$ cat src/rtl/dm_arbiter_pkg.sv
// Shared definitions for the data-memory arbiter: FSM encoding, read-enable
// pattern and default geometry of the 32-word data memory.
package dm_arbiter_pkg;

  localparam int ADDR_W_DEF = 5;
  localparam int DATA_W_DEF = 32;

  localparam logic [1:0] ST_IDLE   = 2'd0;
  localparam logic [1:0] ST_ACCESS = 2'd1;
  localparam logic [1:0] ST_DONE   = 2'd2;

  localparam logic [3:0] WEN_READ = 4'b0000;

endpackage

$ cat src/rtl/dm_arbiter_rr_arb2.sv
// Combinational two-way round-robin picker: a lone request wins outright, a tie
// goes to whichever requester was not granted last.
module rr_arb2 (
  input  logic [1:0] req,
  input  logic       last_grant,
  output logic       gnt_valid,
  output logic       sel
);

  always_comb begin
    gnt_valid = |req;
    sel       = 1'b0;
    case (req)
      2'b01:   sel = 1'b0;
      2'b10:   sel = 1'b1;
      2'b11:   sel = ~last_grant;
      default: sel = 1'b0;
    endcase
  end

endmodule

$ cat src/rtl/dm_arbiter.sv
// Two-requester arbiter and access sequencer for the synchronous-write,
// asynchronous-read data memory; one access per grant, acknowledged two cycles later.
//
// state  | meaning
// IDLE   | waiting for a request; grants and latches the winner's fields
// ACCESS | memory port driven for one cycle; read data captured at its end
// DONE   | winner's ack pulses with the captured read data
module dm_arbiter
  import dm_arbiter_pkg::*;
#(
  parameter int ADDR_W = ADDR_W_DEF,
  parameter int DATA_W = DATA_W_DEF
) (
  input  logic                  clk,
  input  logic                  resetn,
  input  logic                  m0_req,
  input  logic [DATA_W/8-1:0]   m0_wen,
  input  logic [ADDR_W-1:0]     m0_addr,
  input  logic [DATA_W-1:0]     m0_wdata,
  output logic                  m0_ack,
  output logic [DATA_W-1:0]     m0_rdata,
  input  logic                  m1_req,
  input  logic [DATA_W/8-1:0]   m1_wen,
  input  logic [ADDR_W-1:0]     m1_addr,
  input  logic [DATA_W-1:0]     m1_wdata,
  output logic                  m1_ack,
  output logic [DATA_W-1:0]     m1_rdata,
  output logic [DATA_W/8-1:0]   ram_wen,
  output logic [ADDR_W-1:0]     ram_addr,
  output logic [DATA_W-1:0]     ram_wdata,
  input  logic [DATA_W-1:0]     ram_rdata,
  output logic                  busy
);

  localparam int WEN_W = DATA_W / 8;
  localparam logic [WEN_W-1:0] WEN_IDLE = WEN_W'(WEN_READ);

  logic [1:0]        state_q, state_d;
  logic              last_grant_q, last_grant_d;
  logic              sel_q, sel_d;
  logic [WEN_W-1:0]  wen_q, wen_d;
  logic [ADDR_W-1:0] addr_q, addr_d;
  logic [DATA_W-1:0] wdata_q, wdata_d;
  logic [DATA_W-1:0] m0_rdata_q, m0_rdata_d;
  logic [DATA_W-1:0] m1_rdata_q, m1_rdata_d;

  logic gnt_valid;
  logic arb_sel;

  rr_arb2 u_rr_arb2 (
    .req        ({m1_req, m0_req}),
    .last_grant (last_grant_q),
    .gnt_valid  (gnt_valid),
    .sel        (arb_sel)
  );

  always_comb begin
    state_d      = state_q;
    last_grant_d = last_grant_q;
    sel_d        = sel_q;
    wen_d        = wen_q;
    addr_d       = addr_q;
    wdata_d      = wdata_q;
    m0_rdata_d   = m0_rdata_q;
    m1_rdata_d   = m1_rdata_q;
    case (state_q)
      ST_IDLE: begin
        if (gnt_valid) begin
          sel_d        = arb_sel;
          last_grant_d = arb_sel;
          wen_d        = arb_sel ? m1_wen   : m0_wen;
          addr_d       = arb_sel ? m1_addr  : m0_addr;
          wdata_d      = arb_sel ? m1_wdata : m0_wdata;
          state_d      = ST_ACCESS;
        end
      end
      ST_ACCESS: begin
        // Sampled at the same edge the memory commits, so a write returns the old word.
        if (sel_q) m1_rdata_d = ram_rdata;
        else       m0_rdata_d = ram_rdata;
        state_d = ST_DONE;
      end
      ST_DONE: state_d = ST_IDLE;
      default: state_d = ST_IDLE;
    endcase
  end

  always_ff @(posedge clk) begin
    if (!resetn) begin
      state_q      <= ST_IDLE;
      last_grant_q <= 1'b1;
      sel_q        <= 1'b0;
      wen_q        <= WEN_IDLE;
      addr_q       <= '0;
      wdata_q      <= '0;
      m0_rdata_q   <= '0;
      m1_rdata_q   <= '0;
    end else begin
      state_q      <= state_d;
      last_grant_q <= last_grant_d;
      sel_q        <= sel_d;
      wen_q        <= wen_d;
      addr_q       <= addr_d;
      wdata_q      <= wdata_d;
      m0_rdata_q   <= m0_rdata_d;
      m1_rdata_q   <= m1_rdata_d;
    end
  end

  // Gating with resetn keeps a write from committing on a reset edge.
  assign ram_wen   = (state_q == ST_ACCESS && resetn) ? wen_q : WEN_IDLE;
  assign ram_addr  = addr_q;
  assign ram_wdata = wdata_q;
  assign m0_ack    = (state_q == ST_DONE) && !sel_q;
  assign m1_ack    = (state_q == ST_DONE) &&  sel_q;
  assign m0_rdata  = m0_rdata_q;
  assign m1_rdata  = m1_rdata_q;
  assign busy      = (state_q != ST_IDLE);

endmodule

$ cat config.mk
export PLATFORM = sky130hd
export DESIGN_NAME = dm_arbiter
export DESIGN_NICKNAME = d
export VERILOG_FILES = /design/src/rtl/dm_arbiter_pkg.sv /design/src/rtl/dm_arbiter_rr_arb2.sv /design/src/rtl/dm_arbiter.sv
export SDC_FILE = /design/constraint.sdc
export NUM_CORES = 1
export LEC_CHECK = 0
export BUFFER_PORTS_ARGS = -buffer_cell sky130_fd_sc_hd__buf_2
export CAP_MARGIN = 20
export CORE_ASPECT_RATIO = 0.9
export CORE_UTILIZATION = 45
export CTS_BUF_LIST = sky130_fd_sc_hd__clkbuf_2 sky130_fd_sc_hd__clkbuf_4 sky130_fd_sc_hd__clkbuf_8
export CTS_CLUSTER_DIAMETER = 100
export DETAILED_ROUTE_END_ITERATION = 16
export GPL_TIMING_DRIVEN = 1
export PLACE_DENSITY_LB_ADDON = 0.08
export RECOVER_POWER = 50
export SLEW_MARGIN = 25
export SYNTH_ARGS = -nofsm -noshare
export SYNTH_HDL_FRONTEND = slang
export SYNTH_SLANG_ARGS = --single-unit
$ cat constraint.sdc
create_clock -name clk -period 2.4 [get_ports clk]
set_input_delay 0.12 -clock clk [delete_from_list [all_inputs] [get_ports clk]]
set_output_delay 0.12 -clock clk [all_outputs]
set_load 0.02 [all_outputs]
==> out/qor.csv, run 1 <==
metric,value,unit
num_io_pins,226,
slew_headroom,0.456,
grt_pass1_wl,20.4,mm
finalHoldViolations,0,
ir_drop,295,µV
final.min_clock_period,2130,ps
grt.total_usage,0.259,
synth-xor-area-share,0,
antenna_left,0,
cpLargestDelayFamily,buffers and inverters,
synth-simple-area-share,0.216,
first_pass_iters,4,
grt_max_degree,108,
path_cells,"nor2_2, buf_4, inv_2, nor2_2, buf_4, a311oi_1, dlygate4sd3_1",
r2r_cells,7,
cp_slowest_cell,dlygate4sd3_1,
clkSlewWorstSetupHoldPaths,100,ps
yosysUniqueCellTypes,21,
post-place-ws,755,ps
synth_nets,654,
holdWs,16.4,ps
worstSetupPathType,flip-flop to flip-flop,
synthArstFlopShare,0,
clkLatencyLatePin,360,ps
cp.arrival,2380,ps
rrSetupSlack,270,ps
start_util,0.464,
cp_num_buf_inv,4,
synth_top_cells_by_count,"nand2_1 (210), dfxtp_1 (109), a21oi_1 (106)",
hold_path_startpoint,m0_wdata[5],
min_path_type,primary input to flip-flop,
drt_wl_total,13.1,mm
reg2reg_from,state_q[1],
routedWlPerCell,14.2,µm
drt_iter0_drc,188,
fin_skew,13.4,ps
status,"finished, final reports clean",
ctsHtreeMaxLevel,3,
grt_pass1_vias,4279,
required,2650,ps
clockBufferDepth,2,
cp_slowest_stage_delay,590,ps
yosysTopAreaCell,dfxtp_1,
cp_max_fo,22,
power_density,646,mW/mm²
place_congestion,0.794,
avgSynthCellArea,7.89,µm²
maxSlewViolCount,0,
rows,33,
synth_top_area_share,0.516,
tns,0,ps
post-route-period-util,0.888,
numCtsBuffers,9,
n_fill_cell,829,
synth_area_leaders,"dfxtp_1 (52%), nand2_1 (19%), a21oi_1 (13%)",
synth_warnings,0,
synth-compound-area-share,0.218,
synth_mux_area_frac,0,
synth-edff-count,0,
setup_viol,0,
syn_inst,536,
die_h,94.0,µm
dr_wl_met2,6.62,mm
synth-seq-cells,109,
synth_most_common_cell,nand2_1,
finalNetCount,915,
antenna_found_initial,0,
post-route-drc-count,0,
worstMarginPinSlew,815,ps
vias_per_cell,5.14,
max_freq,469,MHz
ys.flop_type,dfxtp_1,
areaGrowthSynthToFinish,43.7,%
grt-ovfl-total,0,
synthAdderAreaFrac,0,
vias,4749,
min_path_cells,3,
top_layer,met4,
crit_path_end_kind,flip-flop,
insertedDiodeCount,0,
die_w,104,µm
cts_resized,0,
routed-wl-met3,829,µm
seq_area_frac_synth,0.516,
post_cts_buffers,0,
cts.sinks,109,
cp-start-kind,flip-flop,
port_buffers,225,
synth_top_family_by_area,compound AO/OA/AOI/OAI gates,
p_leak,0.00245,µW
rsz0062_at_grt,no,
cap_violations,0,
fp.dieArea,0.00980,mm²
core,0.00913,mm²
cts_tree,yes,
hold_end,ram_wdata[5],
drt-met1-wl,5.44,mm
worst_slack,268,ps
netlist_area,0.00423,mm²
place_hpwl,8.10,mm
drive_above_1_share,0.197,
cts-root-buf,clkbuf_8,
timing.rr.end,ram_addr[2],
-- tightest hold or removal path: cells and delay by family --
family | cells | cell delay [ps]
AOI/OAI and AO/OA | 1 | 70
and+or+nand+nor | 1 | 50
buffers and inverters | 1 | 90
-- routing by layer --
layer	vias to the layer above	global-route usage
met5	-	0
met1	2205	0.306
met2	177	0.454
met4	0	0.107
met3	19	0.0596
li1	2348	-
-- sequential cells by signal, indices dropped and copies added, names as in the netlist --
name and count:
sel_q 1, wen_q 4, ram_wdata 32, last_grant_q 1
m0_rdata 32, ram_addr 5, m1_rdata 32, state_q 2
-- cell type report --
cell class | instances | area, µm² | share of cell area
multi-input combinational | 379 | 1850 | 0.304
tap | 122 | 153 | 0.0251
clock buffer | 10 | 131 | 0.0216
timing repair buffer | 296 | 1710 | 0.281
clock inverter | 6 | 47.5 | 0.00782
sequential | 109 | 2180 | 0.359
inverter | 2 | 8.76 | 0.00144
-- power breakdown --
group | internal, µW | total, µW | switching (µW)
clock | 399 | 1040 | 639
combinational | 344 | 877 | 533
sequential | 1940 | 2010 | 73.0
total | 2680 | 3930 | 1240
-- logic make-up after synthesis --
group,count (synthesis)
AO/OA/AOI/OAI,151
flip-flops,109
buffers and inverters,48
AND/OR/NAND/NOR,228
-- worst max path at each step --
stage / slack, ps / to / startpoint / cells past startpoint
after floorplan: 1130 / m0_rdata[10] / state_q[0] / 5
after global placement: 690 / m0_rdata[1] / state_q[1] / 3
after detailed placement: 760 / m0_rdata[23] / state_q[0] / 3
after CTS: 300 / ram_addr[2] / state_q[1] / 7
after global routing: 140 / ram_wdata[31] / state_q[1] / 6
final: 270 / ram_addr[2] / state_q[1] / 7
-- what timing repair did --
action,in CTS,in global routing
setup endpoints to repair,0,0
hold endpoints to repair,75,2
hold buffers,60,1
-- cells in the final DEF (no fill, tap or decap), types with 2 or more instances in the layout --
cell             n
dfxtp_1        109
nand3_1          2
a21oi_1        106
nand2_1        210
buf_2          124
nor3b_1          2
clkinvlp_4       3
a311oi_1        41
o21ai_0          2
dlygate4sd3_1   61
clkbuf_1       101
and2_1           4
clkinv_2         2
clkbuf_8         9
buf_12           2
buf_4            6
nor2_2           2
and3b_1          2
-- stage by stage --
step	power, µW	utilization	area [µm²]	cells
2_1_floorplan	2540	-	4230	536
3_3_place_gp	2840	0.594	5420	847
3_5_place_dp	2860	0.594	5420	847
4_1_cts	3980	0.679	6200	923
5_1_grt	4120	0.666	6080	924
6_report	3930	0.666	6080	924
No activity file was read; power rests on OpenSTA's default activity.
==> run 2: changes to the inputs <==
--- a/config.mk
+++ b/config.mk
@@ -12,7 +12,8 @@
 export CTS_BUF_LIST = sky130_fd_sc_hd__clkbuf_2 sky130_fd_sc_hd__clkbuf_4 sky130_fd_sc_hd__clkbuf_8
 export CTS_CLUSTER_DIAMETER = 100
 export DETAILED_ROUTE_END_ITERATION = 16
-export GPL_TIMING_DRIVEN = 1
+export GPL_TIMING_DRIVEN = 0
+export HOLD_SLACK_MARGIN = 0.02
 export PLACE_DENSITY_LB_ADDON = 0.08
 export RECOVER_POWER = 50
 export SLEW_MARGIN = 25
==> run 2 against run 1 <==
Utilization grew 2.7 points. Final cell count is 5.6% higher. Register-to-register slack worse by 30 ps. Combinational power up 5.0%. Largest power group unchanged.
==> out/qor.csv, run 2 (same netlist as run 1, synthesis figures left out) <==
metric,value,unit,change
tns,0,ps,unchanged
final_common_cell,nand2_1,,
postLayoutCellArea,0.00633,mm²,+4.1%
clockBufferDepth,2,,unchanged
die_h,94.0,µm,unchanged
cts-root-buf,clkbuf_8,,
core,0.00913,mm²,unchanged
insertedDiodeCount,0,,unchanged
vias,4930,,+3.8%
finalNetCount,968,,+5.8%
cp.arrival,2410,ps,+30 ps
grt-ovfl-total,0,,unchanged
rrSetupSlack,240,ps,-30 ps
placed_area,0.00551,mm²,+1.7%
first_pass_iters,4,,unchanged
cp-start-kind,flip-flop,,
grt_pass1_vias,4662,,+9.0%
die_w,104,µm,unchanged
status,"finished, final reports clean",,
required,2650,ps,about the same
crit_path_end_kind,flip-flop,,
final.min_clock_period,2160,ps,+32.4 ps
post-route-drc-count,0,,unchanged
clkSlewWorstSetupHoldPaths,110,ps,about the same
numCtsBuffers,9,,unchanged
crit_start,state_q[1],,
hold_buffers,77,,+28%
post-route-period-util,0.902,,+0.0135
routedWlPerCell,14.0,µm,-1.8%
timing.rr.end,ram_wdata[10],,
power_density,622,mW/mm²,-3.7%
drt_iter0_drc,205,,+9.0%
finalHoldViolations,0,,unchanged
num_io_pins,226,,unchanged
min_path_type,primary input to flip-flop,,
cts_resized,0,,unchanged
worstMarginPinSlew,576,ps,-240 ps
clkLatencyLatePin,360,ps,about the same
fin_skew,17.1,ps,+3.71 ps
r2r_cells,6,,-1
grt_max_degree,18,,-83%
mostFrequentLayoutCells,"nand2_1 (210), buf_2 (152), clkbuf_1 (119), dfxtp_1 (109), a21oi_1 (106)",,
max_freq,462,MHz,-1.5%
antenna_left,0,,unchanged
start_util,0.464,,unchanged
cp-endpoint,ram_wdata[10],,
cts.sinks,109,,unchanged
place_hpwl,9.40,mm,+16%
rsz0062_at_grt,no,,
setup_viol,0,,unchanged
cap_violations,0,,unchanged
vias_per_cell,5.05,,-1.7%
antenna_found_initial,0,,unchanged
ctsHtreeMaxLevel,3,,unchanged
cts_tree,yes,,
drive_above_1_share,0.203,,+0.00557
reg2reg_from,state_q[1],,
drt_wl_total,13.6,mm,+3.8%
p_leak,0.00261,µW,+6.3%
maxSlewViolCount,0,,unchanged
port_buffers,225,,unchanged
fp.dieArea,0.00980,mm²,unchanged
ir_drop,324,µV,+9.6%
areaGrowthSynthToFinish,49.6,%,
worstSetupPathType,flip-flop to flip-flop,,
slew_headroom,0.616,,+0.160
grt.total_usage,0.272,,+0.0136
rows,33,,unchanged
post_cts_buffers,0,,unchanged
place_congestion,0.825,,+4.0%
cp_max_fo,10,,-55%
grt_pass1_wl,21.4,mm,+5.1%
-- run 2: cell count changes in the layout (fill, tap and decap cells not counted), sizes merged --
cell	previous run	this run
buf	133	152
clkbuf	112	129
clkinvlp	3	1
dlygate4sd3	61	78
inv	3	4
-- run 2: layer usage --
metal,global-route usage,up-vias,routed length [µm]
li1,-,2451,-
met1,0.319,2250,5820
met2,0.484,197,6640
met3,0.0576,32,800
met4,0.119,0,361
met5,0,-,0
-- run 2: worst min path at each step --
stage / endpoint / from / cells after the start / slack [ps]
final: ram_wdata[0] / m0_wdata[0] / 3 / 30
after global routing: ram_wdata[19] / m1_wdata[19] / 3 / 20
after CTS: ram_wdata[0] / m0_wdata[0] / 3 / 20
after detailed placement: last_grant_q / resetn / 2 / 340
after global placement: last_grant_q / resetn / 2 / 320
after floorplan: last_grant_q / resetn / 1 / 190
-- run 2: per-stage QoR --
stage | utilization | worst slack (ps) | cells | hold WS [ps] | power, µW
6_report | 0.694 | 236 | 976 | 26.6 | 3940
5_1_grt | 0.694 | 115 | 976 | 24.7 | 4130
4_1_cts | 0.707 | 309 | 975 | 20.9 | 3970
3_5_place_dp | 0.604 | 850 | 883 | 336 | 2870
3_3_place_gp | 0.604 | 881 | 883 | 317 | 2850
2_1_floorplan | - | 1130 | 536 | 192 | 2540
-- run 2: worst max-delay path, cell delays in order, from the launching register on --
cell,delay [ps]
dfxtp_1,390
nor2_2,320
inv_2,110
nor2_2,220
buf_2,270
a311oi_1,140
dlygate4sd3_1,620
-- run 2: cell type report --
type / count / area, µm²
plain buffers: 46 / 209
repair buffers: 303 / 1780
clock inverters: 5 / 35.0
inverters: 2 / 7.51
clock buffers: 10 / 131
fillers: 833 / 2800
multi-input cells: 379 / 1830
flip-flops and latches: 109 / 2180
well taps: 122 / 153
-- run 2: power breakdown --
group | total (µW) | internal [µW] | switching (µW)
combinational | 921 | 377 | 544
sequential | 2010 | 1940 | 73.0
clock | 1010 | 389 | 617
==> run 3: changes to the inputs <==
--- a/config.mk
+++ b/config.mk
@@ -5,7 +5,7 @@
 export SDC_FILE = /design/constraint.sdc
 export NUM_CORES = 1
 export LEC_CHECK = 0
-export BUFFER_PORTS_ARGS = -buffer_cell sky130_fd_sc_hd__buf_2
+export BUFFER_PORTS_ARGS = -buffer_cell sky130_fd_sc_hd__clkbuf_2
 export CAP_MARGIN = 20
 export CORE_ASPECT_RATIO = 0.9
 export CORE_UTILIZATION = 45
==> run 3 against run 2 <==
Critical path depth stayed put. First-iteration DRC count increased by 1.5%. Register-to-register slack is essentially flat. Die area did not move. Final area up 5.4%. Setup slack improved by 4.6 ps. Combinational power is 9% higher. Worst hold slack better by 5.3 ps. Clock skew shrank 4.7 ps. Clock power is 15% higher. Flip-flop and latch count is the same. Via count grew 4.2%.
==> out/qor.csv, run 3 (same netlist as run 1, synthesis figures left out) <==
metric,value,unit,change
cpMostUsedCell,nor2_2,,
min_path_cells,3,,unchanged
maxSlewViolCount,0,,unchanged
combPwrFrac,0.239,,+0.005
cts_tree,yes,,
fin_skew,12.5,ps,-4.69 ps
slew_headroom,0.627,,+0.0106
place_hpwl,9.39,mm,-0.11%
net-switching-power,1270,µW,+2.7%
worst_slack,241,ps,+4.62 ps
mostFrequentLayoutCells,"nand2_1 (210), clkbuf_2 (123), clkbuf_1 (119), dfxtp_1 (109), dlygate4sd3_1 (108)",,
clkLatencyLatePin,370,ps,about the same
post-place-ws,835,ps,-14.5 ps
routedWlPerCell,14.4,µm,+3.4%
finalNetCount,998,,+3.1%
antenna_left,0,,unchanged
finalHoldViolations,0,,unchanged
crit_path_end_kind,flip-flop,,
grt_pass1_vias,4941,,+6.0%
die_w,104,µm,unchanged
numCtsBuffers,9,,unchanged
start_util,0.464,,unchanged
power_density,626,mW/mm²,+0.68%
status,"finished, final reports clean",,
insertedDiodeCount,0,,unchanged
path_cells,"nor2_2, inv_2, nor2_2, buf_2, a311oi_1, dlygate4sd3_1",,
p_clk_frac,0.279,,+0.024
grt.total_usage,0.289,,+0.0170
p_sw_frac,0.303,,-0.00995
n_fill_cell,774,,-7.1%
grt-ovfl-total,0,,unchanged
multi_input_area,0.00183,mm²,unchanged
antenna_found_initial,0,,unchanged
fp.dieArea,0.00980,mm²,unchanged
post_cts_buffers,0,,unchanged
cap_violations,0,,unchanged
worstMarginPinSlew,559,ps,-17.1 ps
rrSetupSlack,240,ps,about the same
crit_start,state_q[1],,
cp_slowest_cell,dlygate4sd3_1,,
grt_max_degree,18,,unchanged
hold_end,ram_wdata[17],,
min_path_type,primary input to flip-flop,,
num_io_pins,226,,unchanged
power_frac_seq,0.482,,-0.029
drt_wl_total,14.5,mm,+6.7%
drive_above_1_share,0.197,,-0.00597
rows,33,,unchanged
final.min_clock_period,2160,ps,-4.62 ps
cp_max_fo,10,,unchanged
reg2reg_from,state_q[1],,
port_buffers,225,,unchanged
worstSetupPathType,flip-flop to flip-flop,,
rsz0062_at_grt,no,,
cp-start-kind,flip-flop,,
drt_iter0_drc,208,,+1.5%
holdWs,31.9,ps,+5.33 ps
first_pass_iters,4,,unchanged
place_congestion,0.824,,-0.19%
register_area,0.00218,mm²,unchanged
post-route-period-util,0.900,,-0.00193
core,0.00913,mm²,unchanged
vias_per_cell,5.10,,+0.99%
p_leak,0.00280,µW,+7.4%
cp_slowest_stage_delay,600,ps,-20 ps
finalPower,4180,µW,+6.1%
cp.arrival,2410,ps,about the same
final_common_cell,nand2_1,,
clkSlewWorstSetupHoldPaths,90,ps,-20 ps
max_freq,463,MHz,+0.21%
ctsHtreeMaxLevel,3,,unchanged
tns,0,ps,unchanged
cts-root-buf,clkbuf_8,,
placed_area,0.00551,mm²,unchanged
internal-power,2910,µW,+7.7%
ir_drop,334,µV,+3.3%
clockBufferDepth,2,,unchanged
grt_pass1_wl,22.7,mm,+6.3%
setup_viol,0,,unchanged
postLayoutCellArea,0.00667,mm²,+5.4%
die_h,94.0,µm,unchanged
vias,5137,,+4.2%
required,2650,ps,about the same
r2r_cells,6,,unchanged
hold_path_startpoint,m0_wdata[17],,
cts.sinks,109,,unchanged
post-route-drc-count,0,,unchanged
timing.rr.end,ram_wdata[30],,
areaGrowthSynthToFinish,57.7,%,
==> run 3: changes by cell type in the layout (fill, tap and decap cells not counted), sizes merged <==
cell	previous run	this run
dlygate4sd3	78	108
buf	152	29
inv	4	3
bufinv	0	1
clkbuf	129	254
clkinv	2	1
==> run 3: per-layer routing <==
layer | up-vias | part of all wire | GRT usage
li1 | 2511 | - | -
met3 | 39 | 0.069 | 0.0680
met5 | - | 0 | 0
met1 | 2350 | 0.39 | 0.320
met4 | 0 | 0.028 | 0.127
met2 | 237 | 0.51 | 0.532
==> run 3: through the flow <==
stage,instances,utilization
finish,1007,0.731
global placement,883,0.604
global route,1007,0.731
floorplan,536,-
CTS,1005,0.743
detailed placement,883,0.604
==> run 3: layout make-up <==
cell class | instances | area share
Sequential cell | 109 | 0.327
Timing Repair Buffer | 333 | 0.312
Multi-Input combinational cell | 379 | 0.275
Buffer | 46 | 0.0313
Clock buffer | 12 | 0.0229
Tap cell | 122 | 0.0229
Clock inverter | 4 | 0.00825
Inverter | 2 | 0.00113
==> run 3: worst max path at each step <==
stage | endpoint | depth (start not counted) | slack [ps]
4_1_cts | ram_wdata[9] | 6 | 290
2_1_floorplan | m0_rdata[10] | 5 | 1130
3_3_place_gp | ram_wdata[1] | 5 | 880
6_report | ram_wdata[30] | 6 | 240
3_5_place_dp | ram_wdata[3] | 5 | 840
5_1_grt | ram_wdata[22] | 6 | 120
==> run 3: critical path: cells and delay by family (launching register included) <==
kind | cells | cell delay [ps]
AND/OR/NAND/NOR | 2 | 560
flip-flops | 1 | 390
AO/OA/AOI/OAI | 1 | 130
buffers and inverters | 3 | 980
==> run 3: power groups by stage <==
stage | clock network [µW] | registers, µW | logic, µW
2_1_floorplan | 0 | 2190 | 352
3_3_place_gp | 0 | 2050 | 801
3_5_place_dp | 0 | 2050 | 816
4_1_cts | 1180 | 2010 | 1000
5_1_grt | 1250 | 2030 | 1080
6_report | 1160 | 2010 | 1000
==> run 3: timing repair <==
| item | in CTS | in global routing |
|---|---|---|
| endpoints found under the hold margin | 103 | 1 |
| gates resized for setup | 0 | 0 |
| hold buffers | 106 | 2 |
